--- config.mk ---
export PLATFORM = sky130hd
export DESIGN_NAME = bsg_dff_reset_pipe_vr
export DESIGN_NICKNAME = d
export VERILOG_FILES = /design/src/rtl/bsg_dff_reset_pipe_vr_pkg.sv /design/src/rtl/bsg_dff_reset_en_stage.sv /design/src/rtl/bsg_dff_reset_pipe_vr.sv
export SDC_FILE = /design/constraint.sdc
export NUM_CORES = 1
export LEC_CHECK = 0
export CORE_MARGIN = 5
export CORE_UTILIZATION = 45
export DETAILED_ROUTE_END_ITERATION = 16
export PLACE_DENSITY_LB_ADDON = 0.08
export SKIP_LAST_GASP = 1
export SYNTH_ARGS = -nofsm -noshare
export SYNTH_HDL_FRONTEND = slang
export SYNTH_SLANG_ARGS = --single-unit
--- constraint.sdc ---
create_clock -name clk_i -period 1.55 [get_ports clk_i]
set_clock_uncertainty 0.05 [all_clocks]
set_input_delay 0.31 -clock clk_i [delete_from_list [all_inputs] [get_ports clk_i]]
set_output_delay 0.31 -clock clk_i [all_outputs]
set_load 0.03 [all_outputs]
--- src/rtl/bsg_dff_reset_pipe_vr_pkg.sv ---
// Shared helpers for the elastic reset-DFF pipeline.
// Holds the stage-count ceiling and the occupancy popcount used by the top level.
package bsg_dff_reset_pipe_vr_pkg;

  // Largest pipeline depth the occupancy popcount can cover.
  localparam int max_els_lp = 64;

  // Width of the popcount result; wide enough to hold max_els_lp.
  localparam int popcount_width_lp = $clog2(max_els_lp + 1);

  // Counts the set bits of a zero-extended stage-valid vector.
  function automatic logic [popcount_width_lp-1:0] popcount_v(input logic [max_els_lp-1:0] v);
    logic [popcount_width_lp-1:0] total;
    total = '0;
    for (int i = 0; i < max_els_lp; i++) begin
      total = total + popcount_width_lp'(v[i]);
    end
    return total;
  endfunction

endpackage

--- src/rtl/bsg_dff_reset_en_stage.sv ---
// One stage of the elastic pipeline: a valid bit plus a data word.
// The valid bit can be cleared on its own (flush) while the data word keeps
// following the normal advance rule. Data only loads when a real beat arrives,
// so bubbles never disturb the stored word.
module bsg_dff_reset_en_stage
  import bsg_dff_reset_pipe_vr_pkg::*;
#(
  parameter int width_p = 84,
  parameter logic [width_p-1:0] reset_val_p = '0
) (
  input  logic               clk,
  input  logic               reset,
  input  logic               en,
  input  logic               clear_v,
  input  logic               src_v,
  input  logic [width_p-1:0] src_data,
  output logic               v,
  output logic [width_p-1:0] data
);

  // Valid and data registers; reset wins, flush only touches the valid bit.
  always_ff @(posedge clk) begin
    if (reset) begin
      v    <= 1'b0;
      data <= reset_val_p;
    end else begin
      if (clear_v) begin
        v <= 1'b0;
      end else if (en) begin
        v <= src_v;
      end
      if (en && src_v) begin
        data <= src_data;
      end
    end
  end

endmodule

--- src/rtl/bsg_dff_reset_pipe_vr.sv ---
// Elastic register pipeline with valid/ready input and valid/yumi output.
// Each stage advances when it is empty or when the stage ahead of it advances,
// so empty stages (bubbles) collapse even while the tail is stalled.
// ready_o depends combinationally on yumi_i through the advance chain.
module bsg_dff_reset_pipe_vr
  import bsg_dff_reset_pipe_vr_pkg::*;
#(
  parameter int width_p = 84,
  parameter int els_p = 2,
  parameter logic [width_p-1:0] reset_val_p = '0,
  localparam int count_width_lp = $clog2(els_p + 1)
) (
  input  logic                      clk_i,
  input  logic                      reset_i,
  input  logic                      flush_i,
  input  logic                      v_i,
  input  logic [width_p-1:0]        data_i,
  output logic                      ready_o,
  output logic                      v_o,
  output logic [width_p-1:0]        data_o,
  input  logic                      yumi_i,
  output logic [count_width_lp-1:0] count_o
);

  logic [els_p-1:0]   v_r;
  logic [width_p-1:0] data_r   [els_p];
  logic [els_p-1:0]   adv;
  logic [els_p-1:0]   src_v;
  logic [width_p-1:0] src_data [els_p];
  logic [els_p-1:0]   v_n;

  logic [popcount_width_lp-1:0] count_full;
  logic [count_width_lp-1:0]    count_n;

  // Advance chain: a stage moves unless it and every stage ahead are full with no dequeue.
  always_comb begin
    logic all_full;
    adv = '0;
    for (int k = 0; k < els_p; k++) begin
      all_full = 1'b1;
      for (int j = k; j < els_p; j++) begin
        all_full = all_full & v_r[j];
      end
      adv[k] = ~all_full | yumi_i;
    end
  end

  assign ready_o = adv[0] & ~flush_i;

  genvar k;
  generate
    for (k = 0; k < els_p; k++) begin : g_stage
      if (k == 0) begin : g_head
        assign src_v[k]    = v_i & ready_o;
        assign src_data[k] = data_i;
      end else begin : g_body
        assign src_v[k]    = v_r[k-1];
        assign src_data[k] = data_r[k-1];
      end

      bsg_dff_reset_en_stage #(
        .width_p     (width_p),
        .reset_val_p (reset_val_p)
      ) stage (
        .clk      (clk_i),
        .reset    (reset_i),
        .en       (adv[k]),
        .clear_v  (flush_i),
        .src_v    (src_v[k]),
        .src_data (src_data[k]),
        .v        (v_r[k]),
        .data     (data_r[k])
      );
    end
  endgenerate

  assign v_o    = v_r[els_p-1];
  assign data_o = data_r[els_p-1];

  // Predict each stage's next valid bit so the occupancy count stays in step with the stages.
  always_comb begin
    v_n = '0;
    for (int i = 0; i < els_p; i++) begin
      if (flush_i) begin
        v_n[i] = 1'b0;
      end else if (adv[i]) begin
        v_n[i] = src_v[i];
      end else begin
        v_n[i] = v_r[i];
      end
    end
    count_full = popcount_v(max_els_lp'(v_n));
    count_n    = count_full[count_width_lp-1:0];
  end

  // Registered occupancy count.
  always_ff @(posedge clk_i) begin
    if (reset_i) begin
      count_o <= '0;
    end else begin
      count_o <= count_n;
    end
  end

`ifndef SYNTHESIS
  // Flag a dequeue with nothing to dequeue, and parameter choices the design cannot support.
  always_ff @(posedge clk_i) begin
    assert (els_p >= 1 && width_p >= 1 && els_p <= max_els_lp)
      else $error("bsg_dff_reset_pipe_vr: unsupported parameters");
    if (!reset_i) begin
      assert (!(yumi_i && !v_o))
        else $error("bsg_dff_reset_pipe_vr: yumi_i asserted while v_o is low");
    end
  end
`endif

endmodule

==> results of run 1 <==
-- cells by family (layout without fill, tap and decap cells) --
| family | Yosys count | after routing | synth area share, % |
|---|---|---|---|
| compound gates | 171 | 171 | 11.17 |
| buf+inv | 160 | 241 | 13.16 |
| flops | 172 | 172 | 44.76 |
| mux | 84 | 84 | 10.93 |
| simple gates | 262 | 262 | 19.81 |
| fa+ha+maj | 1 | 1 | 0.1626 |
-- layer usage --
layer  share of wire [%]  vias up  wire length, um  GRT usage, %
li1                    -     2904                -             -
met1                  43     2768             7861         22.75
met2                  50      145             9099         30.59
met3                 6.6       10             1214         5.723
met4                0.88        2              161         4.386
met5               0.060        -               11             0
-- synth_stat cells, drive strengths merged --
library cell | number | area share [%]
o21ai | 84 | 5.5
nor3 | 2 | 0.13
nand3 | 84 | 5.5
inv | 1 | 0.049
nor2 | 3 | 0.15
nor2b | 3 | 0.24
dfxtp | 172 | 45
ha | 1 | 0.16
a21oi | 87 | 5.7
mux2i | 84 | 11
clkbuf | 54 | 2.6
nand2b | 170 | 14
buf | 105 | 10
-- registers in the layout, summed over array words and instances, names as in the netlist --
register,flops
count_o,2
g_stage.stage.data,168
g_stage.stage.v,2
-- power by group through the flow --
stage          registers [mW]  clock network, mW  logic (mW)
2_1_floorplan            4.71                  0       0.550
3_3_place_gp             4.73                  0       0.917
3_5_place_dp             4.73                  0       0.934
4_1_cts                  4.63               4.07       0.927
5_1_grt                  4.65               4.25       0.997
6_report                 4.63               3.95       0.922
-- per-stage QoR --
step	util, %	hold WS [ns]	setup WS [ns]
detailed placement	54.59	0.4068	-0.3089
floorplan	-	0.3318	0.02173
global placement	54.59	0.3987	-0.2299
finish	57.42	0.1555	-0.06347
CTS	57.69	0.1320	-0.09623
global route	57.42	0.1441	-0.1230
-- layout by cell type, fill, tap and decap left out, types with 12 or more instances in the layout --
cell type and instances:
dfxtp_1 170, dlygate4sd2_1 18, nand3_1 84, clkbuf_16 17, o21ai_0 79, buf_4 18
clkdlybuf4s50_1 86, nand2b_1 169, clkdlybuf4s15_1 42, buf_12 12, mux2i_1 83, clkbuf_2 23
a21oi_1 84
-- how the worst min path moves through the flow --
stage	from	to	cells past startpoint	slack (ns)
after floorplan	flush_i	g_stage[1].stage.v	1	0.33
after global placement	g_stage[0].stage.data[11]	g_stage[1].stage.data[11]	2	0.40
after detailed placement	g_stage[0].stage.data[6]	g_stage[1].stage.data[6]	2	0.41
after CTS	reset_i	g_stage[1].stage.data[7]	2	0.13
after global routing	reset_i	g_stage[1].stage.data[7]	2	0.14
final	reset_i	g_stage[1].stage.data[6]	2	0.16
-- what timing repair did --
action / CTS / global route
resized for setup: 117 / 71
setup buffers: 3 / 0
setup endpoints to repair: 86 / 83
pin swaps: 1 / 1
-- worst max-delay path: stages, from the launching register on --
cell,delay (ns)
dfxtp_4,0.34
nor2b_4,0.12
buf_6,0.12
a21oi_4,0.11
buf_6,0.15
-- cell type report --
cell class / count / area (sq um)
fill: 1533 / 7111
sequential: 172 / 3451
multi-input combinational: 518 / 3278
timing repair buffer: 208 / 2031
clock buffer: 18 / 439.2
tap: 220 / 275.3
clock inverter: 14 / 112.6
inverter: 1 / 3.754
==> results.md, run 1 <==
* FF-to-FF path depth at 6
* Relative slew slack at 71.51%
* DP Wirelength at between 10 and 15 mm
* Final setup violation count at 1
* Placer Congestion at 0.7384
* Number of buffer cells added on primary ports at about 180
* Htree depth at 4
* Final min period at ~1.6 ns
* Syn_area_per_cell at 9.050 sq um
* Die extent in x at around 140 um
* RSZ-0062 raised after global routing: yes
* Share of layout cells above drive strength 1 at between 10 and 15%
* Total Routing Usage GR at between 10% and 20%
* Power per cell area at 991.3 nW/um^2
* Post-DR wirelength/cell at 15.94 um
* Initial DRT Pass Iterations at 4
* Largest net degree at the start of global routing at 73
* CTS clock-pin slew for the worst setup and hold paths at 0.07 ns
* Cell count after synthesis at 850
* Die area at 19810 sq um
* ANT cells at 0
* Die Y at 140.7 um
* Post-Route WL at 18.35 mm
* Yosys warning count at 0
* Slew @ Worst Pin at 0.4273 ns
* Clock power share at between 40% and 50%
* Vias in the first global route at 5899
* Failing checks: negative setup slack
* CTS root buffer: clkbuf_16
* Setup crit end: ready_o
* Initial DRC count at between 200 and 300
* Reg-to-Reg Start: g_stage[1].stage.v
* Post-synthesis cell type count at 19
* Gr ovfl total at 0
* Worst r2r dst: g_stage[0].stage.data[2]
* Initial Util at 46.06%
* Outcome: finished with violations
* Max-Cap Viols at 0
* Syn_nets at 940
* Final Hold Fails at 0
* Post-CTS Hold Fix Bufs at 0
* TNS Setup at -0.06347 ns
* Row cnt at 47
* Worst reg2reg setup slack at 0.04 ns
* Maximum root-to-sink buffer count at 2
* Post-Synthesis Cell Area at 7692 sq um
* Fmax at between 600 and 700 MHz
* CTS buffer count at 17
* Design area at 9590 sq um
* DRC Markers at 0
* Switching Share at 24.48%
* # clock sinks at 172
* Final setup margin at -0.06347 ns
* Initial antenna violation count at 1
* Vias/cell at 5.064
* Synth-to-Final Area Change at 24.67%
* Worst hold path type: in2reg
* Placed Cells at 1116
* Setup CP Type: reg2out
* Seq cells post-synth at 172
* Core area at 16700 sq um
* Global-route wire length before repair at 29.46 mm
* Internal power at just over 7 mW
* CP Capture Type: primary output
* CP arrival at approximately 1.3 ns
* Max FO, Critical Path at 2
* Sequential share of power at 48.7%
* Max VDD drop at 743.5 uV
* Ports at 177
* Via count at 5829
* Net Sw Power at about 2.3 mW
* Combinational share of power at 9.7%
* LEAKAGE at 3.552 nW
* Critical path startpoint: g_stage[1].stage.v
* Data required, critical path at roughly 1.2 ns
* Total power at 9.507 mW
* Non-Filler Instances at between 1000 and 1500
* CTS tree: built
* Final Max Tran Viols at 0
* CP Launch Type: flop
* Register area share after synthesis at between 40% and 50%
* Fin crit share at 104.1%
* Clock Latency Late Sink at 0.42 ns
* Post-route ant nets at 0
* Area after DPL at 9117 sq um
* Final #Nets at 1008
Power figures use the tool's default switching activity.
==> run 2, diff against run 1 <==
- CORE_MARGIN: 5 -> 10
==> run 2 against run 1 <==
  * The flow still finishes with violations (negative setup slack)
  * Sequential share of layout area decreased by 0.55 points
  * Clock-buffer cell count increased by 2
  * Largest cell class unchanged
  * Clock power increased by 6.8%
  * Largest power group unchanged
  * Sequential power about the same
  * Register-to-register slack about the same
  * Via count increased by 0.79%
  * Die area increased by 15%
  * Worst setup slack got worse by 0.030 ns
  * Highest routed layer is now met4
  * Cell count unchanged
  * Sequential cell count unchanged
==> results.md, run 2 (synthesis results as in run 1) <==
* Final setup violation count at 2 (was 1)
* CTS tree: built (unchanged)
* Post-route ant nets at 0 (unchanged)
* CTS clock-pin slew for the worst setup and hold paths at 0.06 ns (was 0.07 ns)
* Ports at 177 (unchanged)
* Commonest non-fill, non-tap cells in the layout: dfxtp_1 (170), nand2b_1 (169), clkdlybuf4s50_1 (87), nand3_1 (84), a21oi_1 (84) (was dfxtp_1 (170), nand2b_1 (169), clkdlybuf4s50_1 (86), nand3_1 (84), a21oi_1 (84))
* Initial DRC count at 384 (was 271)
* Register with the highest flop count: g_stage.stage.data (unchanged)
* Via count at 5875 (was 5829)
* Initial Util at 46.22% (was 46.06%)
* Met3 routed WL at 1.321 mm (was 1.214 mm)
* Met2 routed WL at 9.635 mm (was 9.099 mm)
* Fmax at 608.3 MHz (was 619.8 MHz)
* Power per cell area at 1006 nW/um^2 (was 991.3 nW/um^2)
* Total Routing Usage GR at 16.65% (was 18.16%)
* Top Metal Used: met4 (was met5)
* Row cnt at 47 (unchanged)
* Max VDD drop at 806.8 uV (was 743.5 uV)
* Outcome: finished with violations (unchanged)
* Placer Congestion at 0.7913 (was 0.7384)
* Area after DPL at 9057 sq um (was 9117 sq um)
* Maximum root-to-sink buffer count at 2 (unchanged)
* Largest register FFs at 168 (unchanged)
* Post-Route WL at 19.77 mm (was 18.35 mm)
* Vias in the first global route at 5871 (was 5899)
* Vias/cell at 5.104 (was 5.064)
* Final setup margin at -0.09392 ns (was -0.06347 ns)
* LEAKAGE at 3.607 nW (was 3.552 nW)
* Synth-to-Final Area Change at 26.63% (was 24.67%)
* Final #Nets at 1008 (unchanged)
* Max FO, Critical Path at 3 (was 2)
* Clock Latency Late Sink at 0.42 ns (about the same)
* Max-Cap Viols at 0 (unchanged)
* CTS buffer count at 17 (unchanged)
* Slew @ Worst Pin at 0.3468 ns (was 0.4273 ns)
* Final min period at 1.644 ns (was 1.613 ns)
* DRC Markers at 0 (unchanged)
* Initial antenna violation count at 1 (unchanged)
* Relative slew slack at 76.97% (was 71.51%)
* RSZ-0062 raised after global routing: yes (unchanged)
* Most common cell after layout, fill and taps aside: dfxtp_1 (unchanged)
* # clock sinks at 172 (unchanged)
* Die Y at 150.7 um (was 140.7 um)
* Gr ovfl total at 0 (unchanged)
* WL met1 at 8.529 mm (was 7.861 mm)
* Regs by FF count: g_stage.stage.data x168, count_o x2, g_stage.stage.v x2 (unchanged)
* Total power at 9.803 mW (was 9.507 mW)
* Final Hold Fails at 0 (unchanged)
* CP arrival at 1.28 ns (was 1.25 ns)
* Worst hold path type: in2reg (unchanged)
* Data required, critical path at 1.19 ns (about the same)
* Post-Route Utilization at 58.53% (was 57.42%)
* Final Max Tran Viols at 0 (unchanged)
* CP Capture Type: primary output (unchanged)
* Failing checks: negative setup slack (unchanged)
* CP Launch Type: flop (unchanged)
* Setup CP Type: reg2out (unchanged)
* Core area at 16640 sq um (was 16700 sq um)
* Design area at 9741 sq um (was 9590 sq um)
* Htree depth at 4 (unchanged)
* DP Wirelength at 13.08 mm (was 12.06 mm)
* Global-route wire length before repair at 30.57 mm (was 29.46 mm)
* Largest net degree at the start of global routing at 61 (was 73)
* Fin crit share at 106.1% (was 104.1%)
* Initial DRT Pass Iterations at 7 (was 4)
* Die area at 22720 sq um (was 19810 sq um)
* Number of buffer cells added on primary ports at 176 (unchanged)
* Share of layout cells above drive strength 1 at 10.22% (was 11.06%)
* CTS root buffer: clkbuf_16 (unchanged)
* Post-DR wirelength/cell at 17.18 um (was 15.94 um)
* Die extent in x at 150.7 um (was 140.7 um)
run 2: cell count changes in the layout (fill, tap and decap cells not counted), moves of 3 or more:
cell / delta
buf_4: -3
dlygate4sd2_1: +4
inv_6: -3
clkdlybuf4s15_2: +6
clkbuf_2: -11
clkbuf_16: +4
run 2: final cells by class:
cell class / instances / area [sq um]
diodes: 1 / 2.502
flip-flops and latches: 172 / 3451
fillers: 1403 / 6902
inverters: 1 / 6.256
well taps: 220 / 275.3
multi-input cells: 518 / 3278
clock buffers: 20 / 467.9
repair buffers: 208 / 2142
clock inverters: 11 / 117.6
run 2: critical path: stages (launching register included):
cell     delay, ns
dfxtp_4       0.36
nor2b_4       0.13
buf_6         0.11
a21oi_4       0.11
buf_6         0.14
run 2: worst paths after layout:
check / startpoint / endpoint / slack, ns / depth (start not counted)
max reg2reg: g_stage[1].stage.v / g_stage[0].stage.data[11] / 0.03 / 6
max: g_stage[1].stage.v / ready_o / -0.09 / 4
min reg2reg: g_stage[0].stage.data[7] / g_stage[1].stage.data[7] / 0.41 / 2
min: reset_i / count_o[0] / 0.17 / 2
run 2: through the flow:
step                hold WS (ns)  std cells  setup WS (ns)  TNS, ns
floorplan                 0.3318        850        0.02173        0
global placement          0.4004       1111        -0.2712   -38.74
detailed placement        0.4085       1111        -0.3100   -41.09
CTS                       0.1563       1144        -0.1152  -0.3440
global route              0.1770       1151        -0.1399  -0.6711
finish                    0.1707       1151       -0.09392  -0.1142
run 2: layer usage:
metal	global-route usage (%)	vias up
met5	0	-
met4	5.438	0
met1	20.51	2776
met3	4.622	22
met2	27.48	178
li1	-	2899
run 2: what timing repair did:
item | 4_1_cts | 5_1_grt
gates cloned | 0 | 4
hold buffers | 0 | 0
setup endpoints to repair | 87 | 126
pin swaps | 1 | 1
setup buffers | 2 | 2
gates resized for setup | 133 | 52
run 2: power by group:
part | switching [mW] | total (mW) | leakage [nW] | internal, mW
Clock | 1.72 | 4.22 | 0.287 | 2.49
Sequential | 0.0741 | 4.63 | 1.40 | 4.56
Combinational | 0.439 | 0.955 | 1.92 | 0.516
Total | 2.24 | 9.80 | 3.61 | 7.57
==> run 3, diff against run 2 <==
- CORE_ASPECT_RATIO: default -> 1.4
==> run 3 against run 2 <==
  * The flow still finishes with violations (negative setup slack)
  * Die area increased by 0.33%
  * Highest routed layer unchanged
  * Fmax increased by 0.72%
  * Wire length decreased by 1.3%
  * Worst hold slack improved by 0.0014 ns
  * Register-to-register slack got worse by 0.04 ns
==> results.md, run 3 (synthesis results as in run 1) <==
* Ports at 177 (unchanged)
* Max VDD drop at 499.7 uV (was 806.8 uV)
* Die Y at 174.7 um (was 150.7 um)
* Regs by FF count: g_stage.stage.data x168, count_o x2, g_stage.stage.v x2 (unchanged)
* Core area at 16750 sq um (was 16640 sq um)
* Htree depth at 4 (unchanged)
* CP Capture Type: primary output (unchanged)
* Post-route ant nets at 0 (unchanged)
* Final #Nets at 1010 (was 1008)
* # clock sinks at 172 (unchanged)
* Clock Latency Late Sink at 0.43 ns (was 0.42 ns)
* Global-route wire length before repair at 30.42 mm (was 30.57 mm)
* Final Max Tran Viols at 0 (unchanged)
* Setup CP Type: reg2out (unchanged)
* Data required, critical path at 1.19 ns (about the same)
* RSZ-0062 raised after global routing: yes (unchanged)
* Total power at 9.845 mW (was 9.803 mW)
* Final min period at 1.632 ns (was 1.644 ns)
* Final setup violation count at 6 (was 2)
* Area after DPL at 9076 sq um (was 9057 sq um)
* CP Launch Type: flop (unchanged)
* Fmax at 612.7 MHz (was 608.3 MHz)
* Design area at 9674 sq um (was 9741 sq um)
* CP max-delay cell: dfxtp_4 (unchanged)
* Largest net degree at the start of global routing at 70 (was 61)
* Outcome: finished with violations (unchanged)
* Post-Route Utilization at 57.77% (was 58.53%)
* Initial DRT Pass Iterations at 6 (was 7)
* CTS clock-pin slew for the worst setup and hold paths at 0.06 ns (about the same)
* Initial antenna violation count at 1 (unchanged)
* Share of layout cells above drive strength 1 at 12.98% (was 10.22%)
* Placer Congestion at 0.7604 (was 0.7913)
* Crit path largest cell delay at 0.34 ns (was 0.36 ns)
* FF/Latch Area at 3451 sq um (unchanged)
* Power per cell area at 1018 nW/um^2 (was 1006 nW/um^2)
* CP most frequent cell: buf_6 (unchanged)
* Initial DRC count at 372 (was 384)
* Most common cell after layout, fill and taps aside: dfxtp_1 (unchanged)
* Fillers at 1508 (was 1403)
* Maximum root-to-sink buffer count at 2 (unchanged)
* Initial Util at 45.94% (was 46.22%)
* Die area at 22800 sq um (was 22720 sq um)
* Via count at 5826 (was 5875)
* CTS buffer count at 17 (unchanged)
* DP Wirelength at 13.07 mm (was 13.08 mm)
* TNS Setup at -0.1213 ns (was -0.1142 ns)
* CTS tree: built (unchanged)
* Gr ovfl total at 0 (unchanged)
* Max-Cap Viols at 0 (unchanged)
* Fin crit share at 105.3% (was 106.1%)
* Total Routing Usage GR at 16.60% (was 16.65%)
* Row cnt at 56 (was 47)
* Crit-path cells: nor2b_4, buf_6, a21oi_4, buf_6 (unchanged)
* Vias in the first global route at 5888 (was 5871)
* Worst hold path type: in2reg (unchanged)
* Relative slew slack at 76.53% (was 76.97%)
* Post-DR wirelength/cell at 17.18 um (about the same)
* Final Hold Fails at 0 (unchanged)
* Register with the highest flop count: g_stage.stage.data (unchanged)
* CP arrival at 1.27 ns (was 1.28 ns)
* Max FO, Critical Path at 2 (was 3)
* Die extent in x at 130.5 um (was 150.7 um)
* Multi-input gate area at 3278 sq um (unchanged)
* DRC Markers at 0 (unchanged)
* Number of buffer cells added on primary ports at 176 (unchanged)
* Vias/cell at 5.129 (was 5.104)
* LEAKAGE at 3.587 nW (was 3.607 nW)
* Final setup margin at -0.08215 ns (was -0.09392 ns)
* Synth-to-Final Area Change at 25.76% (was 26.63%)
* Slew @ Worst Pin at 0.3535 ns (was 0.3468 ns)
* CTS root buffer: clkbuf_16 (unchanged)
* Largest register FFs at 168 (unchanged)
* Commonest non-fill, non-tap cells in the layout: dfxtp_1 (170), nand2b_1 (169), clkdlybuf4s50_1 (86), nand3_1 (84), a21oi_1 (84) (was dfxtp_1 (170), nand2b_1 (169), clkdlybuf4s50_1 (87), nand3_1 (84), a21oi_1 (84))
* Failing checks: negative setup slack (unchanged)
* Post-Route WL at 19.52 mm (was 19.77 mm)
run 3: changes by cell type in the layout (fill, tap and decap cells not counted), sizes merged:
cell	delta
inv	+3
buf	+4
clkinv	-3
dlygate4sd2	-10
clkdlybuf4s15	-13
clkbuf	+21
clkdlybuf4s50	-1
clkinvlp	+1
run 3: repair_timing:
item	4_1_cts	5_1_grt
gates resized for setup	135	77
pin swaps	1	1
hold buffers	0	0
gates cloned	0	3
endpoints found under the setup margin	85	99
hold endpoints to repair	0	0
setup buffers	3	3
run 3: metal layers:
layer	vias to the layer above	global-route usage [%]	wire length (um)
li1	2899	-	-
met1	2742	18.50	8087
met2	161	28.34	9716
met3	24	5.847	1344
met4	0	5.716	368
met5	-	0	0
run 3: layout make-up:
class / instances / area share (%)
Tap cell: 203 / 2.625
Antenna cell: 1 / 0.02587
Clock inverter: 12 / 1.410
Multi-Input combinational cell: 518 / 33.89
Timing Repair Buffer: 210 / 21.66
Inverter: 1 / 0.03880
Clock buffer: 19 / 4.682
Sequential cell: 172 / 35.67
run 3: critical path: cells and delay by family, from the launching register on:
family                 cells  cell delay [ns]
flip-flops                 1             0.34
buffers and inverters      2             0.27
AND/OR/NAND/NOR            1             0.13
AO/OA/AOI/OAI              1             0.12
run 3: path summary, 6_finish.rpt:
check / start / end / cells past startpoint / slack, ns
setup / recovery: g_stage[1].stage.v / ready_o / 4 / -0.08
hold / removal: reset_i / g_stage[1].stage.data[14] / 2 / 0.17
setup reg to reg: g_stage[1].stage.v / g_stage[0].stage.data[19] / 6 / -0.01
hold reg to reg: g_stage[0].stage.data[8] / g_stage[1].stage.data[8] / 2 / 0.41
run 3: metrics by stage:
stage,setup slack (ns),hold WS (ns),cells
after floorplan,0.02173,0.3318,850
after global placement,-0.2655,0.4001,1095
after detailed placement,-0.3164,0.4061,1095
after CTS,-0.09443,0.1579,1129
after global routing,-0.1312,0.1683,1136
final,-0.08215,0.1721,1136
run 3: report_power, final:
group          total, mW  switching [mW]  internal [mW]
registers           4.63          0.0726           4.56
clock network       4.26            1.80           2.46
logic              0.951           0.435          0.516
